===== src/rtl/id_stage_q.sv =====
// RV32I decode stage: combinational decode into a DEPTH-entry output queue with valid/ready on both sides.
// Optional illegal-instruction marking is compiled in with `define ID_ILLEGAL_TRAP_EN.
module id_stage_q #(
  parameter int DEPTH = 2,
  parameter int CNT_W = $clog2(DEPTH + 1)
) (
  input  logic             clk,
  input  logic             rst,
  input  logic             flush,
  input  logic             in_valid,
  output logic             in_ready,
  input  logic [31:0]      in_pc,
  input  logic [31:0]      in_inst,
  input  logic [31:0]      in_inst_enable,
  output logic             out_valid,
  input  logic             out_ready,
  output logic [31:0]      out_pc,
  output logic [4:0]       out_rd,
  output logic [4:0]       out_rs1,
  output logic [4:0]       out_rs2,
  output logic             out_alu_src_1,
  output logic             out_alu_src_2,
  output logic [31:0]      out_alu_imm_1,
  output logic [31:0]      out_alu_imm_2,
  output logic [7:0]       out_alu_op,
  output logic [7:0]       out_mem_op,
  output logic [7:0]       out_csr_op,
  output logic             out_gpr_we,
  output logic             out_load,
  output logic             out_store,
  output logic             out_illegal,
  output logic [CNT_W-1:0] occupancy
);

  localparam int PTR_W = $clog2(DEPTH);
  localparam logic [CNT_W-1:0] DEPTH_C = CNT_W'(DEPTH);
  localparam logic [31:0] USED_EN = 32'h3B00_3131;

  typedef struct packed {
    logic [31:0] pc;
    logic [4:0]  rd;
    logic [4:0]  rs1;
    logic [4:0]  rs2;
    logic        alu_src_1;
    logic        alu_src_2;
    logic [31:0] alu_imm_1;
    logic [31:0] alu_imm_2;
    logic [7:0]  alu_op;
    logic [7:0]  mem_op;
    logic [7:0]  csr_op;
    logic        gpr_we;
    logic        load;
    logic        store;
    logic        illegal;
  } entry_t;

  localparam entry_t IDLE = '{pc: 32'd0, rd: 5'd0, rs1: 5'd0, rs2: 5'd0,
                              alu_src_1: 1'b0, alu_src_2: 1'b0,
                              alu_imm_1: 32'd0, alu_imm_2: 32'd0,
                              alu_op: 8'hFF, mem_op: 8'hFF, csr_op: 8'hFF,
                              gpr_we: 1'b1, load: 1'b1, store: 1'b1, illegal: 1'b0};

  logic is_lui, is_auipc, is_jal, is_jalr, is_branch;
  logic is_imm, is_reg, is_load, is_store, is_csr;
  logic csrrw, csrrs, csrrc, sys0;
  logic [2:0]  f3;
  logic [31:0] imm_u, imm_i, imm_s, imm_sel;
  logic        unused_bits;
  entry_t      dec;

  assign is_lui    = ~in_inst_enable[13];
  assign is_auipc  = ~in_inst_enable[5];
  assign is_jal    = ~in_inst_enable[27];
  assign is_jalr   = ~in_inst_enable[25];
  assign is_branch = ~in_inst_enable[24];
  assign is_imm    = ~in_inst_enable[4];
  assign is_reg    = ~in_inst_enable[12];
  assign is_load   = ~in_inst_enable[0];
  assign is_store  = ~in_inst_enable[8];
  assign is_csr    = ~in_inst_enable[28];

  assign f3    = in_inst[14:12];
  assign sys0  = is_csr & (f3 == 3'd0);
  assign csrrw = is_csr & (f3[1:0] == 2'b01);
  assign csrrs = is_csr & (f3[1:0] == 2'b10);
  assign csrrc = is_csr & (f3[1:0] == 2'b11);

  assign imm_u = {in_inst[31:12], 12'b0};
  assign imm_i = {{20{in_inst[31]}}, in_inst[31:20]};
  assign imm_s = {{20{in_inst[31]}}, in_inst[31:25], in_inst[11:7]};

  // Opcode comes from the fetch-side enables, so the raw opcode bits are not decoded here.
  assign unused_bits = ^{in_inst_enable & ~USED_EN, in_inst[6:0]};

  always_comb begin
    imm_sel = 32'd0;
    if (is_lui | is_auipc)                     imm_sel = imm_u;
    else if (is_load | is_imm | is_jalr | is_jal) imm_sel = imm_i;
    else if (is_store)                          imm_sel = imm_s;

    dec           = IDLE;
    dec.pc        = in_pc;
    dec.rd        = in_inst[11:7];
    dec.rs1       = in_inst[19:15];
    dec.rs2       = in_inst[24:20];
    dec.alu_src_1 = ~(is_load | is_store | is_imm | is_reg | is_branch);
    dec.alu_src_2 = ~(is_reg | is_branch);
    dec.alu_imm_1 = (is_auipc | is_jal | is_jalr) ? in_pc : 32'd0;
    dec.alu_imm_2 = (is_jal | is_jalr) ? 32'd4 : imm_sel;

    if (is_lui | is_auipc | is_jal | is_jalr | is_load | is_store) dec.alu_op = 8'hFB;
    else if (is_branch) dec.alu_op = 8'hFA;
    else if (is_imm | is_reg) begin
      case (f3)
        3'd0:    dec.alu_op = (is_reg & in_inst[30]) ? 8'hFA : 8'hFB;
        3'd1:    dec.alu_op = 8'hD8;
        3'd2:    dec.alu_op = 8'h7A;
        3'd3:    dec.alu_op = 8'hBA;
        3'd4:    dec.alu_op = 8'hFC;
        3'd5:    dec.alu_op = in_inst[30] ? 8'hF0 : 8'hE8;
        3'd6:    dec.alu_op = 8'hFD;
        default: dec.alu_op = 8'hFE;
      endcase
    end else dec.alu_op = 8'hF8;

    dec.mem_op = ~{is_load & (f3 == 3'd0), is_load & (f3 == 3'd1), is_load & (f3 == 3'd2),
                   is_load & (f3 == 3'd4), is_load & (f3 == 3'd5),
                   is_store & (f3 == 3'd0), is_store & (f3 == 3'd1), is_store & (f3 == 3'd2)};
    dec.csr_op = {1'b0, ~(sys0 & (in_inst[22:20] == 3'd0)), ~(sys0 & (in_inst[22:20] == 3'd1)),
                  ~(sys0 & (in_inst[22:20] == 3'd2)), ~csrrw, ~csrrs, ~csrrc, ~in_inst[14]};
    dec.gpr_we = ~((in_inst[11:7] != 5'd0) &
                   (is_lui | is_auipc | is_jal | is_jalr | is_load | is_imm | is_reg |
                    csrrw | csrrs | csrrc));
    dec.load   = ~is_load;
    dec.store  = ~is_store;
`ifdef ID_ILLEGAL_TRAP_EN
    dec.illegal = ~(is_lui | is_auipc | is_jal | is_jalr | is_branch | is_imm | is_reg |
                    is_load | is_store | is_csr) | (in_inst[1:0] != 2'b11);
    if (dec.illegal) begin
      dec.gpr_we      = 1'b1;
      dec.mem_op      = 8'hFF;
      dec.load        = 1'b1;
      dec.store       = 1'b1;
      dec.csr_op[7:1] = 7'h7F;
    end
`else
    dec.illegal = 1'b0;
`endif
  end

  logic [PTR_W-1:0] rd_ptr_q, rd_ptr_d, wr_ptr_q, wr_ptr_d;
  logic [CNT_W-1:0] cnt_q, cnt_d;
  logic             push, pop;
  entry_t           mem_q [DEPTH];
  entry_t           head;

  assign in_ready  = (cnt_q < DEPTH_C);
  assign out_valid = (cnt_q != '0);
  // Reset and flush both suppress the queue update of the same cycle.
  assign push      = in_valid & in_ready & ~flush & rst;
  assign pop       = out_valid & out_ready & ~flush & rst;

  always_comb begin
    rd_ptr_d = rd_ptr_q;
    wr_ptr_d = wr_ptr_q;
    cnt_d    = cnt_q;
    if (flush) begin
      rd_ptr_d = '0;
      wr_ptr_d = '0;
      cnt_d    = '0;
    end else begin
      if (push) wr_ptr_d = wr_ptr_q + 1'b1;
      if (pop)  rd_ptr_d = rd_ptr_q + 1'b1;
      case ({push, pop})
        2'b10:   cnt_d = cnt_q + 1'b1;
        2'b01:   cnt_d = cnt_q - 1'b1;
        default: cnt_d = cnt_q;
      endcase
    end
  end

  always_ff @(posedge clk) begin
    if (!rst) begin
      rd_ptr_q <= '0;
      wr_ptr_q <= '0;
      cnt_q    <= '0;
    end else begin
      rd_ptr_q <= rd_ptr_d;
      wr_ptr_q <= wr_ptr_d;
      cnt_q    <= cnt_d;
    end
  end

  always_ff @(posedge clk) begin
    if (push) mem_q[wr_ptr_q] <= dec;
  end

  assign head          = out_valid ? mem_q[rd_ptr_q] : IDLE;
  assign occupancy     = cnt_q;
  assign out_pc        = head.pc;
  assign out_rd        = head.rd;
  assign out_rs1       = head.rs1;
  assign out_rs2       = head.rs2;
  assign out_alu_src_1 = head.alu_src_1;
  assign out_alu_src_2 = head.alu_src_2;
  assign out_alu_imm_1 = head.alu_imm_1;
  assign out_alu_imm_2 = head.alu_imm_2;
  assign out_alu_op    = head.alu_op;
  assign out_mem_op    = head.mem_op;
  assign out_csr_op    = head.csr_op;
  assign out_gpr_we    = head.gpr_we;
  assign out_load      = head.load;
  assign out_store     = head.store;
  assign out_illegal   = head.illegal;

endmodule


===== config.mk =====
export PLATFORM = sky130hd
export DESIGN_NAME = id_stage_q
export DESIGN_NICKNAME = d
export VERILOG_FILES = /design/src/rtl/id_stage_q.sv
export SDC_FILE = /design/constraint.sdc
export NUM_CORES = 1
export LEC_CHECK = 0
export ABC_AREA = 0
export CORE_MARGIN = 1.5
export CORE_UTILIZATION = 51
export DETAILED_ROUTE_END_ITERATION = 7
export GPL_TIMING_DRIVEN = 0
export PLACE_DENSITY_LB_ADDON = 0.3
export SLEW_MARGIN = 25
export SYNTH_ARGS = -nofsm -noshare
export SYNTH_HDL_FRONTEND = slang
export SYNTH_SLANG_ARGS = --single-unit
export TNS_END_PERCENT = 50

===== constraint.sdc =====
create_clock -name clk -period 11.3 [get_ports clk]
set_input_delay 2.26 -clock clk [delete_from_list [all_inputs] [get_ports clk]]
set_output_delay 2.26 -clock clk [all_outputs]
set_load 0.005 [all_outputs]

### After elaboration in Yosys (flattened, before gate mapping)

Memories as Yosys holds them, arrays and structs flattened. A register that Yosys moved wholly into a read port is not among the register bits.
Cells that the tools add are included.
Widths: inputs -> output; s select.

| cells by class | value |
|---|---|
| multiplexer cells | 17 |
| $add $sub $neg | 4 |
| $lt $le $gt $ge | 1 |
| reductions and logical operators | 6 |
| equality and inequality tests | 13 |
| bitwise operators | 68 |

Operators with widths:

| operator | number |
|---|---|
| $mux 32 | 5 |
| $mux 141 | 1 |
| $pmux 8 s7 | 1 |
| $mux 8 | 3 |
| $and 1x1->1 | 23 |
| $not 1->1 | 22 |
| $or 1x1->1 | 22 |
| $eq 3x2->1 const B | 3 |
| $eq 3x3->1 const B | 3 |
| $not 8->8 | 1 |
| $eq 2x2->1 const B | 3 |
| $eq 3x1->1 const B | 2 |
| $logic_not 3->1 | 2 |
| $mux 1 | 5 |
| $mux 5 | 1 |
| $reduce_bool 5->1 | 1 |
| $eq 2x1->1 const B | 2 |
| $pmux 2 s2 | 1 |
| $reduce_bool 2->1 | 2 |
| $add 1x1->1 const B | 2 |
| $add 2x1->2 const B | 1 |
| $lt 2x2->1 const B | 1 |
| $reduce_or 2->1 | 1 |
| $sub 2x1->2 const B | 1 |

| storage, ports and cells | value |
|---|---|
| output and inout port bits | 145 |
| RAM bits | 278 |
| memories | 1 |
| register bits after elaboration | 4 |
| word-level logic and storage cells | 113 |

Memories:

| name | words | bits a word | read ports | clocked after memory_dff | wr ports | RTL line | RTL |
|---|---|---|---|---|---|---|---|
| mem_q | 2 | 139 | 1 | 1 | 1 | 154 | `entry_t mem_q [DEPTH];` |

### Longest topological paths before layout

Gate-level depths: netlist of the first run.

| logic depth | value |
|---|---|
| word-level depth | 12 |
| mapped depth | 6 |

### Worst setup path after synthesis of the first run

No wires, ideal clock.

| path | value |
|---|---|
| kind | input to register |
| start | in flush |
| end | mem mem_q[0][0] in the netlist's numbering, enable pin |
| arrival | 8.439 ns |
| setup time | 0.641 ns |
| data required time | 10.659 ns |
| slack | 2.219 ns |
| stages on the path | 3 |
| cells stage by stage | and4bb_2 > inv_1 > nor2_1 |

| on the way | value |
|---|---|
| longest elaborated chain between the ends | 5 |

RTL lines:

| what | RTL line | RTL |
|---|---|---|
| from (decl) | 9 | `input logic flush,` |
| $not 1->1 | 160 | `assign push = in_valid & in_ready & ~flush & rst;` |
| $and 1x1->1 (2 in series) | 160 |  |
| $mux 1 | 195 | `if (push) mem_q[wr_ptr_q] <= dec;` |
| $mux 1 (not written as such) | 195 |  |
| to (decl) | 154 |  |

Every way passes these cells.

### Final worst setup path of the first run

| path | value |
|---|---|
| start | reg cnt_q[1], in the netlist occupancy[1] |
| end | out out_rd[0] |

| on the way | value |
|---|---|
| longest elaborated chain between the ends | 2 |

RTL lines:

| what | RTL line | RTL |
|---|---|---|
| from (decl) | 152 | `logic [CNT_W-1:0] cnt_q, cnt_d;` |
| from (signal assigned) | 190 | `cnt_q <= cnt_d;` |
| $reduce_bool 2->1 | 158 | `assign out_valid = (cnt_q != '0);` |
| $mux 141 | 198 | `assign head = out_valid ? mem_q[rd_ptr_q] : IDLE;` |
| to (decl) | 18 | `output logic [4:0] out_rd,` |

Every way passes these cells.

==> impl_metrics.env, run 1 <==
export IMPL_synth_top_area_share_pct=71.6
export IMPL_cpPeakStageDelay_ns=0.50
export IMPL_drv_cap=0
export IMPL_path_buf_inv=5
export IMPL_synthTopCellsByArea="edfxtp_1 (72%), mux2i_1 (12%), nor2_1 (4.0%), and2_1 (2.3%), nand2_1 (1.7%)"
export IMPL_synth_compound_area_share_pct=1.90
export IMPL_postSynthAreaPerCell_sq_um=15.1
export IMPL_ys_types=48
export IMPL_power_density_nw_per_um2=142
export IMPL_slowest_stage="clkdlybuf4s50_1"
export IMPL_synth_simple_area_share_pct=10.7
export IMPL_grt_pass1_vias=7183
export IMPL_fillers=1573
export IMPL_synthesis_area_sq_um=11700
export IMPL_use_met1_pct=28.2
export IMPL_hold_class="flip-flop to flip-flop"
export IMPL_clk_latency_ns=0.53
export IMPL_path_cells="or2_1, buf_4, inv_2, buf_6, buf_6, nor2_1, clkdlybuf4s50_1"
export IMPL_async_reset_ff_share_pct=0
export IMPL_cts_root_buffer="clkbuf_16"
export IMPL_first_iter_violations=415
export IMPL_status="complete, no violations"
export IMPL_hold_buffers=0
export IMPL_cts_max_path_buffers=3
export IMPL_critPathLaunchType="flip-flop"
export IMPL_finalWeightedCongestion=0.779
export IMPL_crit_type="flip-flop to primary output"
export IMPL_antenna_found_initial=0
export IMPL_synth_edf_count=278
export IMPL_finalCriticalPeriod_ns=4.69
export IMPL_drive_gt1_share_pct=8.72
export IMPL_cts_buffers=29
export IMPL_multi_input_area_sq_um=2920
export IMPL_vias_per_cell=5.30
export IMPL_cp_common_cell="buf_6"
export IMPL_grt_use_met3_pct=3.61
export IMPL_die_width_um=154
export IMPL_first_pass_iters=7
export IMPL_cts_sinks=283
export IMPL_core_sq_um=22500
export IMPL_ir_drop_mv=0.109
export IMPL_grtUsageMet2_pct=37.8
export IMPL_grt_pass1_wl_um=39400
export IMPL_synth_common_cells="edfxtp_1 (278), mux2i_1 (139), nor2_1 (124), nand2_1 (52), and2_1 (43)"
export IMPL_cts_max_level=1
export IMPL_wl_um=25600
export IMPL_muxShareOfSynthArea_pct=11.9
export IMPL_vias=7041
export IMPL_antenna_cells=0
export IMPL_finClkSkew_ns=0.00789
export IMPL_end_kind="primary output"
export IMPL_grt_max_degree=51
export IMPL_final_util_pct=67.8
export IMPL_critPathMaxFanout=10
export IMPL_port_buffers=215
export IMPL_crit_arrival_ns=2.43
export IMPL_area_delta_synth_final_pct=30.9
export IMPL_nets=1132
export IMPL_ant_nets=0
export IMPL_overflow=0
export IMPL_finalPower_mw=2.17
export IMPL_synth_xor_area_share_pct=0.301
export IMPL_synth_seq_cells=283
export IMPL_drc=0
export IMPL_wl_per_cell_um=19.2
export IMPL_yosys_area_top_type="edfxtp_1"
export IMPL_required_ns=9.04
export IMPL_clk_pin_slew_worst_paths_ns=0.06
export IMPL_crit_family="buffers and inverters"
export IMPL_fin_crit_sh_pct=41.5
export IMPL_die_y_um=154
export IMPL_rsz0062_at_grt="no"
export IMPL_dieArea_sq_um=23800
export IMPL_synth_most_common_cell="edfxtp_1"
export IMPL_hold_viol_final=0
export IMPL_drv_slew=0
export IMPL_start_util_pct=51.8
export IMPL_fmax_mhz=213
export IMPL_slew_headroom_pct=64.3
export IMPL_busiest_layer="met2"
export IMPL_synth_fp_nets=876
export IMPL_tightest_slew_ns=0.536
export IMPL_synth_top_family_by_area="multiplexers"
export IMPL_synth_ff_type="edfxtp_1"
export IMPL_synth_warnings=0
export IMPL_grt_use_total_pct=21.6
export IMPL_row_count=55
export IMPL_leakagePower_nw=4.88
export IMPL_setup_viol=0
export IMPL_cts_repair_resized=0
export IMPL_postSynthCellCount=774
export IMPL_cts_tree="yes"
export IMPL_ios=246
export IMPL_regArea_sq_um=8450
export IMPL_synthAdderAreaFrac_pct=0.107
export IMPL_cts_setup_buffers=0
export IMPL_dp_hpwl_um=17900
export IMPL_ys_seq_area_share_pct=72.5
## final cells by class
cell class | count | area share, %
repair buffers | 225 | 15.7
clock inverters | 8 | 0.582
inverters | 4 | 0.0984
flip-flops and latches | 283 | 55.4
plain buffers | 44 | 1.81
well taps | 285 | 2.34
multi-input cells | 443 | 19.2
clock buffers | 37 | 4.95
## worst paths after layout
| kind | startpoint | endpoint | slack [ns] | depth (start not counted) |
|---|---|---|---|---|
| worst max-delay path | occupancy[1] | out_rd[0] | 6.61 | 7 |
| worst min register to register | rd_ptr_q | rd_ptr_q | 0.51 | 2 |
| worst max register to register | occupancy[1] | mem_q[0][109] | 9.03 | 7 |
| worst min-delay path | rd_ptr_q | rd_ptr_q | 0.51 | 2 |
## worst min-delay path, cell delays in order, from the launching register on
cell	delay [ns]
dfxtp_1	0.32
xor2_1	0.08
nor2_1	0.08
## metal layers
| layer | wire [um] | share of wire [%] |
|---|---|---|
| met3 | 1600 | 6.3 |
| met2 | 12900 | 50 |
| met5 | 0 | 0 |
| met4 | 514 | 2.0 |
| met1 | 10500 | 41 |
## cell usage in the layout (no fill, tap or decap), drive strengths merged, types with 3 or more instances in the layout
| master | count |
|---|---|
| or4 | 3 |
| o21ai | 3 |
| o221a | 4 |
| clkdlybuf4s50 | 215 |
| a21oi | 22 |
| nand2b | 7 |
| and2b | 3 |
| and2 | 43 |
| buf | 44 |
| nand3 | 5 |
| nand2 | 53 |
| edfxtp | 278 |
| nor2b | 5 |
| nor2 | 124 |
| dfxtp | 5 |
| or3 | 3 |
| clkinv | 5 |
| nand4 | 4 |
| mux2i | 139 |
| clkbuf | 47 |
| inv | 5 |
## through the flow
stage | instance area, sq um | setup TNS, ns | setup WS, ns | hold WS (ns) | instances
6_report | 15300 | 0 | 6.61 | 0.507 | 1329
5_1_grt | 15300 | 0 | 6.51 | 0.544 | 1329
4_1_cts | 15300 | 0 | 6.57 | 0.512 | 1329
3_5_place_dp | 14400 | 0 | 6.69 | 0.494 | 1284
3_3_place_gp | 14200 | -183.49 | -1.33 | 0.488 | 1274
2_1_floorplan | 11700 | 0 | 2.22 | 0.472 | 774
## state kept, by name, indices dropped and copies added, names as in the netlist, named ones only
register / count
mem_q: 278
occupancy: 2
rd_ptr_q: 1
wr_ptr_q: 1
## cell families after synthesis
kind of cell,count (synthesis)
AND/OR/NAND/NOR,263
adder cells (fa/ha/maj),1
XOR/XNOR,4
buffers and inverters,48
multiplexers,139
other,1
AO/OA/AOI/OAI,35
flip-flops,283
## report_power, final
part           switching (mW)  internal [mW]
Sequential            0.00425           1.17
Clock                   0.356          0.509
Combinational          0.0631         0.0624
Total                   0.424           1.74
(Power assumes the default switching activity.)
==> run 2, diff against run 1 <==
--- a/config.mk
+++ b/config.mk
@@ -7,7 +7,7 @@
 export LEC_CHECK = 0
 export ABC_AREA = 0
 export CORE_MARGIN = 1.5
-export CORE_UTILIZATION = 51
+export CORE_UTILIZATION = 46
 export DETAILED_ROUTE_END_ITERATION = 7
 export GPL_TIMING_DRIVEN = 0
 export PLACE_DENSITY_LB_ADDON = 0.3
==> constraint.sdc (replaced) <==
create_clock -name clk -period 4.2 [get_ports clk]
set_input_delay 0.84 -clock clk [delete_from_list [all_inputs] [get_ports clk]]
set_output_delay 0.84 -clock clk [all_outputs]
set_load 0.005 [all_outputs]
==> run 2 against run 1 <==
  * Combinational power grew to 2.7 times the previous value
  * Clock power grew to 2.8 times the previous value
  * First-iteration DRC count is 11% lower
  * Design area is 0.75% higher
  * Via count is 0.57% lower
  * Routed wire length is 0.92% higher
  * Worst setup slack worse by 5.7 ns
  * Utilization is 6.4 points lower
  * Sequential cell count stayed put
  * Clock-buffer cell count is 4 lower
  * Largest cell class unchanged
  * Largest power group unchanged
==> impl_metrics.env, run 2 (synthesis gave the netlist of run 1 again) <==
export IMPL_status="complete, no violations"
export IMPL_setup_tns_final_ns=0
export IMPL_power_density_nw_per_um2=387
export IMPL_port_buffers=215
export IMPL_largest_reg_flops=278
export IMPL_crit_family="buffers and inverters"
export IMPL_cpPeakStageDelay_ns=0.53
export IMPL_cts_sinks=283
export IMPL_slew_headroom_pct=60.8
export IMPL_cts_max_path_buffers=3
export IMPL_slowest_stage="clkdlybuf4s50_1"
export IMPL_start_util_pct=46.5
export IMPL_ir_drop_mv=0.279
export IMPL_hold_class="flip-flop to flip-flop"
export IMPL_critPathMaxFanout=10
export IMPL_first_iter_violations=371
export IMPL_vias_per_cell=5.07
export IMPL_final_util_pct=61.4
export IMPL_first_pass_iters=5
export IMPL_ant_nets=0
export IMPL_antenna_cells=0
export IMPL_antenna_found_initial=1
export IMPL_required_ns=3.36
export IMPL_drc=0
export IMPL_row_count=58
export IMPL_critPathLaunchType="flip-flop"
export IMPL_dp_hpwl_um=17600
export IMPL_tightest_slew_ns=0.586
export IMPL_leakagePower_nw=4.91
export IMPL_grt_use_total_pct=19.5
export IMPL_layout_commonest_cell="edfxtp_1"
export IMPL_clk_pin_slew_worst_paths_ns=0.06
export IMPL_setup_viol=0
export IMPL_die_width_um=162
export IMPL_finClkSkew_ns=0.0106
export IMPL_finalCriticalPeriod_ns=3.31
export IMPL_core_sq_um=25000
export IMPL_cts_buffers=29
export IMPL_path_buf_inv=5
export IMPL_drv_slew=0
export IMPL_largest_register="mem_q"
export IMPL_crit_type="flip-flop to primary output"
export IMPL_cts_tree="yes"
export IMPL_fillers=1932
export IMPL_clk_latency_ns=0.53
export IMPL_nets=1132
export IMPL_cp_common_cell="buf_6"
export IMPL_dieArea_sq_um=26300
export IMPL_ios=246
export IMPL_overflow=0
export IMPL_cts_root_buffer="clkbuf_16"
export IMPL_grt_pass1_vias=7027
export IMPL_drv_cap=0
export IMPL_hold_viol_final=0
export IMPL_fin_crit_sh_pct=78.8
export IMPL_area_delta_synth_final_pct=31.9
export IMPL_grt_pass1_wl_um=39200
export IMPL_grt_max_degree=48
export IMPL_finalWeightedCongestion=0.796
export IMPL_drive_gt1_share_pct=9.24
export IMPL_wl_per_cell_um=18.7
export IMPL_crit_arrival_ns=2.47
export IMPL_cts_max_level=1
export IMPL_path_cells="or2_1, buf_4, inv_2, buf_6, buf_6, nor2_1, clkdlybuf4s50_1"
export IMPL_cts_setup_buffers=0
export IMPL_vias=7001
export IMPL_die_y_um=162
export IMPL_rsz0062_at_grt="no"
export IMPL_wl_um=25800
export IMPL_cts_repair_resized=0
export IMPL_final_cell_mix="edfxtp_1 (278), clkdlybuf4s50_1 (215), mux2i_1 (139)"
export IMPL_regArea_sq_um=8450
export IMPL_multi_input_area_sq_um=2920
export IMPL_end_kind="primary output"
export IMPL_fmax_mhz=302
export IMPL_hold_buffers=0
-- run 2: worst register-to-register path: cells and delay by family (launching register included) --
family / cells / cell delay (ns)
buf+inv: 4 / 0.73
flops: 1 / 0.35
simple gates: 2 / 0.82
-- run 2: worst paths after layout --
kind | from | to | slack [ns] | cells past startpoint
max | occupancy[1] | out_rd[1] | 0.89 | 7
min | rd_ptr_q | rd_ptr_q | 0.50 | 2
min reg2reg | rd_ptr_q | rd_ptr_q | 0.50 | 2
max reg2reg | occupancy[1] | mem_q[0][32] | 2.01 | 6
-- run 2: metal layers --
| layer | routed length, um | GRT usage, % | part of all wire (%) |
|---|---|---|---|
| met5 | 11 | 0 | 0.043 |
| met4 | 386 | 4.67 | 1.5 |
| met3 | 1700 | 3.88 | 6.6 |
| met1 | 11100 | 26.1 | 43 |
| met2 | 12600 | 32.9 | 49 |
-- run 2: where the power goes --
part	switching, mW	internal (mW)
combinational	0.170	0.168
clock	1.00	1.44
sequential	0.0114	3.15
-- run 2: metrics by stage --
| stage | hold WS [ns] | total power [mW] | worst slack, ns | area, sq um | std cells |
|---|---|---|---|---|---|
| 2_1_floorplan | 0.472 | 3.36 | -0.670 | 11700 | 774 |
| 3_3_place_gp | 0.486 | 3.54 | -3.00 | 14200 | 1319 |
| 3_5_place_dp | 0.491 | 3.56 | 1.10 | 14500 | 1329 |
| 4_1_cts | 0.508 | 5.99 | 0.880 | 15400 | 1380 |
| 5_1_grt | 0.537 | 6.14 | 0.766 | 15400 | 1380 |
| 6_report | 0.503 | 5.94 | 0.889 | 15400 | 1380 |
-- run 2: layout make-up --
| class | instances | area share (%) |
|---|---|---|
| inverters | 4 | 0.0977 |
| clock buffers | 33 | 4.82 |
| repair buffers | 225 | 15.6 |
| multi-input cells | 443 | 19.0 |
| flip-flops and latches | 283 | 55.0 |
| clock inverters | 18 | 1.03 |
| plain buffers | 44 | 1.80 |
| well taps | 330 | 2.69 |
